==> src/rtl/vga_timing_pkg.sv <==
// Shared timing constants and coordinate type for the 640x480@60 raster path.
// Holds the default porch/sync/visible widths, the derived line/frame totals,
// the coordinate width and a small window-decode helper.
package vga_timing_pkg;

  localparam int unsigned COORD_W = 10;
  typedef logic [COORD_W-1:0] coord_t;

  localparam int unsigned H_VISIBLE = 640;
  localparam int unsigned H_FP      = 16;
  localparam int unsigned H_SYNC    = 96;
  localparam int unsigned H_BP      = 48;
  localparam int unsigned H_TOTAL   = H_VISIBLE + H_FP + H_SYNC + H_BP;

  localparam int unsigned V_VISIBLE = 480;
  localparam int unsigned V_FP      = 10;
  localparam int unsigned V_SYNC    = 2;
  localparam int unsigned V_BP      = 33;
  localparam int unsigned V_TOTAL   = V_VISIBLE + V_FP + V_SYNC + V_BP;

  // Half-open window test: lo <= val < hi.
  function automatic logic in_range(coord_t val, coord_t lo, coord_t hi);
    return (val >= lo) && (val < hi);
  endfunction

endpackage

==> src/rtl/vga_timing_gen_if.sv <==
// Raster timing bundle from the timing generator to the pixel stages.
//   DrawX/DrawY  scan coordinates
//   blank        1 = visible pixel
//   hs/vs        pipeline-delayed sync pulses
//   line_start   pulse at DrawX==0
//   frame_start  pulse at DrawX==0, DrawY==0
// master = generator side, slave = consumer side.
interface vga_timing_gen_if;
  import vga_timing_pkg::*;

  coord_t DrawX;
  coord_t DrawY;
  logic   blank;
  logic   hs;
  logic   vs;
  logic   line_start;
  logic   frame_start;

  modport master (
    output DrawX, DrawY, blank, hs, vs, line_start, frame_start
  );

  modport slave (
    input DrawX, DrawY, blank, hs, vs, line_start, frame_start
  );

endinterface

==> src/rtl/sync_delay_line.sv <==
// Asynchronous-reset shift register used to line the sync pulses up with the
// downstream colour pipeline.
//   vga_clk  pixel clock
//   reset_n  asynchronous active-low reset; flushes every stage to RESET_VAL
//   d        input word
//   q        d delayed by DEPTH cycles (DEPTH=0 is a plain wire)
module sync_delay_line #(
  parameter int unsigned          DEPTH     = 2,
  parameter int unsigned          WIDTH     = 2,
  parameter logic [WIDTH-1:0]     RESET_VAL = '0
) (
  input  logic             vga_clk,
  input  logic             reset_n,
  input  logic [WIDTH-1:0] d,
  output logic [WIDTH-1:0] q
);

  if (DEPTH == 0) begin : g_wire
    assign q = d;
  end else begin : g_shift
    logic [WIDTH-1:0] stage_q [DEPTH];

    always_ff @(posedge vga_clk or negedge reset_n) begin
      if (!reset_n) begin
        for (int unsigned i = 0; i < DEPTH; i++) begin
          stage_q[i] <= RESET_VAL;
        end
      end else begin
        stage_q[0] <= d;
        for (int unsigned i = 1; i < DEPTH; i++) begin
          stage_q[i] <= stage_q[i-1];
        end
      end
    end

    assign q = stage_q[DEPTH-1];
  end

endmodule

==> src/rtl/vga_timing_gen.sv <==
// Free-running raster timing generator (640x480@60 by default).
//   vga_clk  pixel clock
//   reset_n  asynchronous active-low reset
//   vid      timing bundle (master): DrawX, DrawY, blank, hs, vs,
//            line_start, frame_start
// Every output is registered. blank/line_start/frame_start and the raw syncs
// are decoded from the next-state counters so they describe the same pixel
// as the DrawX/DrawY they are registered alongside. Only hs/vs pass through
// the PIPE_DLY delay line.
module vga_timing_gen
  import vga_timing_pkg::*;
#(
  parameter int unsigned H_VISIBLE = vga_timing_pkg::H_VISIBLE,
  parameter int unsigned H_FP      = vga_timing_pkg::H_FP,
  parameter int unsigned H_SYNC    = vga_timing_pkg::H_SYNC,
  parameter int unsigned H_BP      = vga_timing_pkg::H_BP,
  parameter int unsigned V_VISIBLE = vga_timing_pkg::V_VISIBLE,
  parameter int unsigned V_FP      = vga_timing_pkg::V_FP,
  parameter int unsigned V_SYNC    = vga_timing_pkg::V_SYNC,
  parameter int unsigned V_BP      = vga_timing_pkg::V_BP,
  parameter bit          SYNC_POL  = 1'b0,
  parameter int unsigned PIPE_DLY  = 2
) (
  input  logic             vga_clk,
  input  logic             reset_n,
  vga_timing_gen_if.master vid
);

  localparam int unsigned H_TOTAL = H_VISIBLE + H_FP + H_SYNC + H_BP;
  localparam int unsigned V_TOTAL = V_VISIBLE + V_FP + V_SYNC + V_BP;

  if (H_TOTAL > 1024) begin : g_h_range
    $error("vga_timing_gen: H_TOTAL exceeds 1024");
  end
  if (V_TOTAL > 1024) begin : g_v_range
    $error("vga_timing_gen: V_TOTAL exceeds 1024");
  end
  if (PIPE_DLY > 7) begin : g_dly_range
    $error("vga_timing_gen: PIPE_DLY must be 0..7");
  end

  localparam coord_t H_LAST   = coord_t'(H_TOTAL - 1);
  localparam coord_t V_LAST   = coord_t'(V_TOTAL - 1);
  localparam coord_t H_VIS    = coord_t'(H_VISIBLE);
  localparam coord_t V_VIS    = coord_t'(V_VISIBLE);
  localparam coord_t HS_START = coord_t'(H_VISIBLE + H_FP);
  localparam coord_t HS_END   = coord_t'(H_VISIBLE + H_FP + H_SYNC);
  localparam coord_t VS_START = coord_t'(V_VISIBLE + V_FP);
  localparam coord_t VS_END   = coord_t'(V_VISIBLE + V_FP + V_SYNC);

  localparam logic SYNC_OFF = ~SYNC_POL;

  // run_q holds the counters at 0,0 for the first edge after reset so that
  // pixel (0,0) is presented with its strobes before counting starts.
  logic   run_q;
  coord_t x_q, x_d;
  coord_t y_q, y_d;
  logic   blank_q, line_start_q, frame_start_q;
  logic   hs_raw_q, hs_raw_d;
  logic   vs_raw_q, vs_raw_d;
  logic [1:0] sync_dly;

  always_comb begin
    x_d = x_q;
    y_d = y_q;
    if (!run_q) begin
      x_d = '0;
      y_d = '0;
    end else if (x_q == H_LAST) begin
      x_d = '0;
      if (y_q == V_LAST) begin
        y_d = '0;
      end else begin
        y_d = y_q + coord_t'(1);
      end
    end else begin
      x_d = x_q + coord_t'(1);
    end

    hs_raw_d = in_range(x_d, HS_START, HS_END) ? SYNC_POL : SYNC_OFF;
    vs_raw_d = in_range(y_d, VS_START, VS_END) ? SYNC_POL : SYNC_OFF;
  end

  always_ff @(posedge vga_clk or negedge reset_n) begin
    if (!reset_n) begin
      run_q         <= 1'b0;
      x_q           <= '0;
      y_q           <= '0;
      blank_q       <= 1'b0;
      line_start_q  <= 1'b0;
      frame_start_q <= 1'b0;
      hs_raw_q      <= SYNC_OFF;
      vs_raw_q      <= SYNC_OFF;
    end else begin
      run_q         <= 1'b1;
      x_q           <= x_d;
      y_q           <= y_d;
      blank_q       <= (x_d < H_VIS) && (y_d < V_VIS);
      line_start_q  <= (x_d == '0);
      frame_start_q <= (x_d == '0) && (y_d == '0);
      hs_raw_q      <= hs_raw_d;
      vs_raw_q      <= vs_raw_d;
    end
  end

  sync_delay_line #(
    .DEPTH     (PIPE_DLY),
    .WIDTH     (2),
    .RESET_VAL ({2{SYNC_OFF}})
  ) u_sync_delay_line (
    .vga_clk (vga_clk),
    .reset_n (reset_n),
    .d       ({hs_raw_q, vs_raw_q}),
    .q       (sync_dly)
  );

  assign vid.DrawX       = x_q;
  assign vid.DrawY       = y_q;
  assign vid.blank       = blank_q;
  assign vid.line_start  = line_start_q;
  assign vid.frame_start = frame_start_q;
  assign vid.hs          = sync_dly[1];
  assign vid.vs          = sync_dly[0];

endmodule
==> src/flat_wrapper.sv <==
// flat-port wrapper written by rule: the top's interface ports become plain ports
module vga_timing_gen_flat import vga_timing_pkg::*;
#(
  parameter int unsigned H_VISIBLE = vga_timing_pkg::H_VISIBLE,
  parameter int unsigned H_FP      = vga_timing_pkg::H_FP,
  parameter int unsigned H_SYNC    = vga_timing_pkg::H_SYNC,
  parameter int unsigned H_BP      = vga_timing_pkg::H_BP,
  parameter int unsigned V_VISIBLE = vga_timing_pkg::V_VISIBLE,
  parameter int unsigned V_FP      = vga_timing_pkg::V_FP,
  parameter int unsigned V_SYNC    = vga_timing_pkg::V_SYNC,
  parameter int unsigned V_BP      = vga_timing_pkg::V_BP,
  parameter bit          SYNC_POL  = 1'b0,
  parameter int unsigned PIPE_DLY  = 2
)
  (vga_clk, reset_n, vid_DrawX, vid_DrawY, vid_blank, vid_hs, vid_vs, vid_line_start, vid_frame_start);
  vga_timing_gen_if vid_i ();
  input  logic vga_clk;
  input  logic reset_n;
  output wire logic [$bits(vid_i.DrawX)-1:0] vid_DrawX;
  output wire logic [$bits(vid_i.DrawY)-1:0] vid_DrawY;
  output wire logic [$bits(vid_i.blank)-1:0] vid_blank;
  output wire logic [$bits(vid_i.hs)-1:0] vid_hs;
  output wire logic [$bits(vid_i.vs)-1:0] vid_vs;
  output wire logic [$bits(vid_i.line_start)-1:0] vid_line_start;
  output wire logic [$bits(vid_i.frame_start)-1:0] vid_frame_start;
  assign vid_DrawX = vid_i.DrawX;
  assign vid_DrawY = vid_i.DrawY;
  assign vid_blank = vid_i.blank;
  assign vid_hs = vid_i.hs;
  assign vid_vs = vid_i.vs;
  assign vid_line_start = vid_i.line_start;
  assign vid_frame_start = vid_i.frame_start;
  vga_timing_gen #(.H_VISIBLE(H_VISIBLE), .H_FP(H_FP), .H_SYNC(H_SYNC), .H_BP(H_BP), .V_VISIBLE(V_VISIBLE), .V_FP(V_FP), .V_SYNC(V_SYNC), .V_BP(V_BP), .SYNC_POL(SYNC_POL), .PIPE_DLY(PIPE_DLY)) u_core (.vga_clk(vga_clk), .reset_n(reset_n), .vid(vid_i));
endmodule
==> config.mk <==
export PLATFORM = sky130hd
export DESIGN_NAME = vga_timing_gen_flat
export DESIGN_NICKNAME = d
export VERILOG_FILES = /design/src/rtl/vga_timing_pkg.sv /design/src/rtl/vga_timing_gen_if.sv /design/src/rtl/sync_delay_line.sv /design/src/rtl/vga_timing_gen.sv /design/src/flat_wrapper.sv
export SDC_FILE = /design/constraint.sdc
export NUM_CORES = 1
export LEC_CHECK = 0
export CAP_MARGIN = 20
export CORE_MARGIN = 2
export CORE_UTILIZATION = 40
export DETAILED_ROUTE_END_ITERATION = 7
export GPL_ROUTABILITY_DRIVEN = 1
export PLACE_DENSITY_LB_ADDON = 0.25
export SLEW_MARGIN = 20
export SYNTH_ARGS = -nofsm -noshare
export SYNTH_HDL_FRONTEND = slang
export SYNTH_SLANG_ARGS = --single-unit
==> constraint.sdc <==
create_clock -name vga_clk -period 3.3 [get_ports vga_clk]
set_clock_uncertainty 0.05 [all_clocks]
set_input_delay 0.33 -clock vga_clk [delete_from_list [all_inputs] [get_ports vga_clk]]
set_output_delay 0.33 -clock vga_clk [all_outputs]
set_load 0.02 [all_outputs]
==> results.py <==
metrics = {
    "outcome": {
        "outcome": "complete, no violations",
    },
    "placed_design": {
        "routabilityCongestion": 0.8964,
        "dp_slack_ps": 656.2,
        "io_buffer_count": 26,
        "dp.final_hpwl_um": 2923,
    },
    "cells_and_area": {
        "nFillCells": 396,
        "multiInputGateArea_um2": 975.9,
        "regArea_um2": 758.2,
        "drive_gt1_share_pct": 11.36,
        "diodes": 0,
        "area_delta_synth_final_pct": 23.70,
        "final_net_count": 224,
    },
    "sta": {
        "min_period_ps": 2654,
        "setup_tns_ps": 0,
        "rsz0062_at_grt": "false",
        "drv_slew": 0,
        "hold_viol": 0,
        "finalCritPeriodShare_pct": 80.42,
        "setup_viol": 0,
        "fmax_ghz": 0.3768,
        "fin_ws_ps": 646.2,
    },
    "synth": {
        "avgSynthCellArea_um2": 9.381,
        "synth_seq_area_share_pct": 41.88,
        "ys_ff_latch": 30,
        "async_flop_share_pct": 100.0,
        "syn_nets": 198,
        "yosys.area.top_type": "dfrtp_1",
        "synth_edf_count": 0,
        "syn_inst": 193,
        "ys.flop_type": "dfrtp_1",
        "synthTopCellsByArea": "dfrtp_1, dfstp_2, nor2_1",
        "ys_types": 52,
        "synth_warnings": 0,
        "syn_area_um2": 1810,
        "yosysTopAreaCellShare_pct": 33.17,
    },
    "clock_tree": {
        "cts-hold-fix-buffers": 0,
        "cts-root-buf": "clkbuf_8",
        "htreeDepth": 2,
        "ctsResizeCount": 0,
        "cts_tree": "yes",
        "cts_num_sinks": 30,
        "clk_pin_slew_ps": 70,
        "cts_setup_buffers": 0,
        "worstSkewPairLatency_ps": 290,
        "cts_buffers": 5,
        "clockBufferDepth": 2,
    },
    "global_routing": {
        "grt_overflow_total": 0,
        "antenna_found_initial": 0,
        "grtUsageTotal_pct": 18.09,
        "grt_first_pass_wirelength_um": 7058,
        "grt_start_max_net_pins": 31,
        "grt_pass1_vias": 1402,
    },
    "die": {
        "row_count": 24,
        "core_um2": 4354,
        "die_h_um": 71.28,
        "initial_core_util_pct": 41.58,
        "pin_count": 27,
        "die_w_um": 71.28,
        "die_area_um2": 5080,
    },
    "route": {
        "first_pass_iters": 4,
        "vias": 1519,
        "first_iter_violations": 144,
        "ant_nets": 0,
        "wl_per_cell_um": 15.13,
        "wl_um": 4116,
        "vias_per_cell": 5.585,
        "drc_errors": 0,
    },
    "power": {
        "p_leak_nw": 0.8937,
        "power_density_nw_per_um2": 398.9,
        "power_uw": 893.4,
        "ir_worst_vdd_mv": 0.2771,
    },
    "worst_hold_path": {
        "min_path_cells": 0,
        "worstHoldPathType": "flop to flop",
    },
    "critical_path": {
        "end_kind": "flop",
        "worstPathRequired_ps": 3450,
        "setup.worst_path.class": "flop to flop",
        "r2r_cells": 7,
        "startpoint_type": "flop",
        "critical_path.max_fanout": 9,
        "worstPathArrival_ps": 2800,
    },
    "job": {
        "cap_violations": 0,
    },
}
Yosys cell counts (3+ instances only):
library cell and count:
a211oi_1 4, a21oi_1 5, a31oi_1 3, and2_1 4, and3_1 7, buf_4 3
clkbuf_1 3, dfrtp_1 24, dfstp_2 6, ha_1 3, inv_1 6, nand2_1 12
nand3_1 11, nand4_1 7, nor2_1 26, nor3_1 6, o21a_1 3, o21ai_0 6
xnor2_1 8, xor2_1 7
final timing paths:
kind | from | to | slack, ps
max | u_core.vid.DrawX[1] | u_core.vs_raw_q | 650
min | u_core.u_sync_delay_line.g_shift.stage_q[2] | u_core.u_sync_delay_line.q[0] | 310
max reg2reg | u_core.vid.DrawX[1] | u_core.vs_raw_q | 650
min reg2reg | u_core.u_sync_delay_line.g_shift.stage_q[2] | u_core.u_sync_delay_line.q[0] | 310
max in group asynchronous | reset_n | u_core.u_sync_delay_line.g_shift.stage_q[3] | 2500
min in group asynchronous | reset_n | u_core.vid.DrawX[3] | 370
layer usage:
metal	part of all wire (%)	up-vias	wire, µm	track usage, %
met1	49	715	2023	26.99
li1	-	751	-	-
met3	6.2	6	255	5.063
met4	1.7	0	72	7.338
met5	0	-	0	0
met2	43	47	1764	24.59
sequential cells by signal, indices dropped and copies added (netlist names):
register,cells
u_core.hs_raw_q,1
u_core.vid.line_start,1
u_core.vs_raw_q,1
u_core.vid.blank,1
u_core.u_sync_delay_line.g_shift.stage_q,2
u_core.vid.DrawX,10
u_core.vid.DrawY,10
u_core.u_sync_delay_line.q,2
u_core.vid.frame_start,1
u_core.run_q,1
critical path, stage by stage (launching register included):
cell,delay [ps]
dfrtp_1,440
ha_1,300
and3_1,390
nand3_2,190
or4_4,590
xor2_1,180
nor4_2,300
nand4b_1,120
report_power, final:
part / leakage (nW) / total (mW) / switching, mW / internal [mW]
clock network: 0.0714 / 0.465 / 0.143 / 0.322
logic: 0.439 / 0.0469 / 0.0276 / 0.0193
registers: 0.383 / 0.381 / 0.00736 / 0.374
total: 0.894 / 0.893 / 0.178 / 0.715
cell usage in the layout, fill, tap and decap left out, types with 2 or more instances in the layout:
cell / count
ha_1: 3
nor2_1: 26
a211oi_1: 4
and4_1: 2
o21a_1: 3
nand2_1: 12
inv_1: 6
nor4_1: 2
dfstp_2: 6
a21boi_0: 2
xor2_1: 7
clkbuf_8: 6
mux2i_1: 2
buf_4: 2
nor4b_1: 2
nand4_1: 7
dfrtp_1: 24
nor3_1: 6
and2_1: 4
clkdlybuf4s50_1: 26
a21o_1: 2
xnor2_1: 8
a21oi_1: 5
a31oi_1: 3
and3_1: 7
bufinv_16: 2
o21ai_0: 6
nand3_1: 11
nand2b_1: 2
metrics by stage:
| stage | area [µm²] | hold slack [ps] | cells | utilization (%) |
|---|---|---|---|---|
| 2_1_floorplan | 1810 | -15.59 | 193 | - |
| 3_3_place_gp | 2097 | 296.3 | 264 | 48.16 |
| 3_5_place_dp | 2097 | 296.8 | 264 | 48.16 |
| 4_1_cts | 2240 | 306.2 | 272 | 51.44 |
| 5_1_grt | 2240 | 307.3 | 272 | 51.44 |
| 6_report | 2240 | 305.3 | 272 | 51.44 |
cell type report:
type,instances,share of cell area (%)
Clock buffer,6,3.687
Clock inverter,2,2.682
Inverter,6,1.006
Multi-Input combinational cell,148,43.58
Sequential cell,30,33.85
Tap cell,52,2.905
Timing Repair Buffer,28,12.29
logic make-up (layout without fill, tap and decap cells):
family | Yosys count | in the layout | share of synthesized area, %
AO/OA/AOI/OAI | 36 | 36 | 14.65
buffers and inverters | 15 | 42 | 4.215
flip-flops | 30 | 30 | 41.88
AND/OR/NAND/NOR | 91 | 91 | 28.61
other | 1 | 1 | 0.2071
XOR/XNOR | 15 | 15 | 7.257
adder cells (fa/ha/maj) | 3 | 3 | 2.073
multiplexers | 2 | 2 | 1.106
Power figures use the tool's default switching activity.
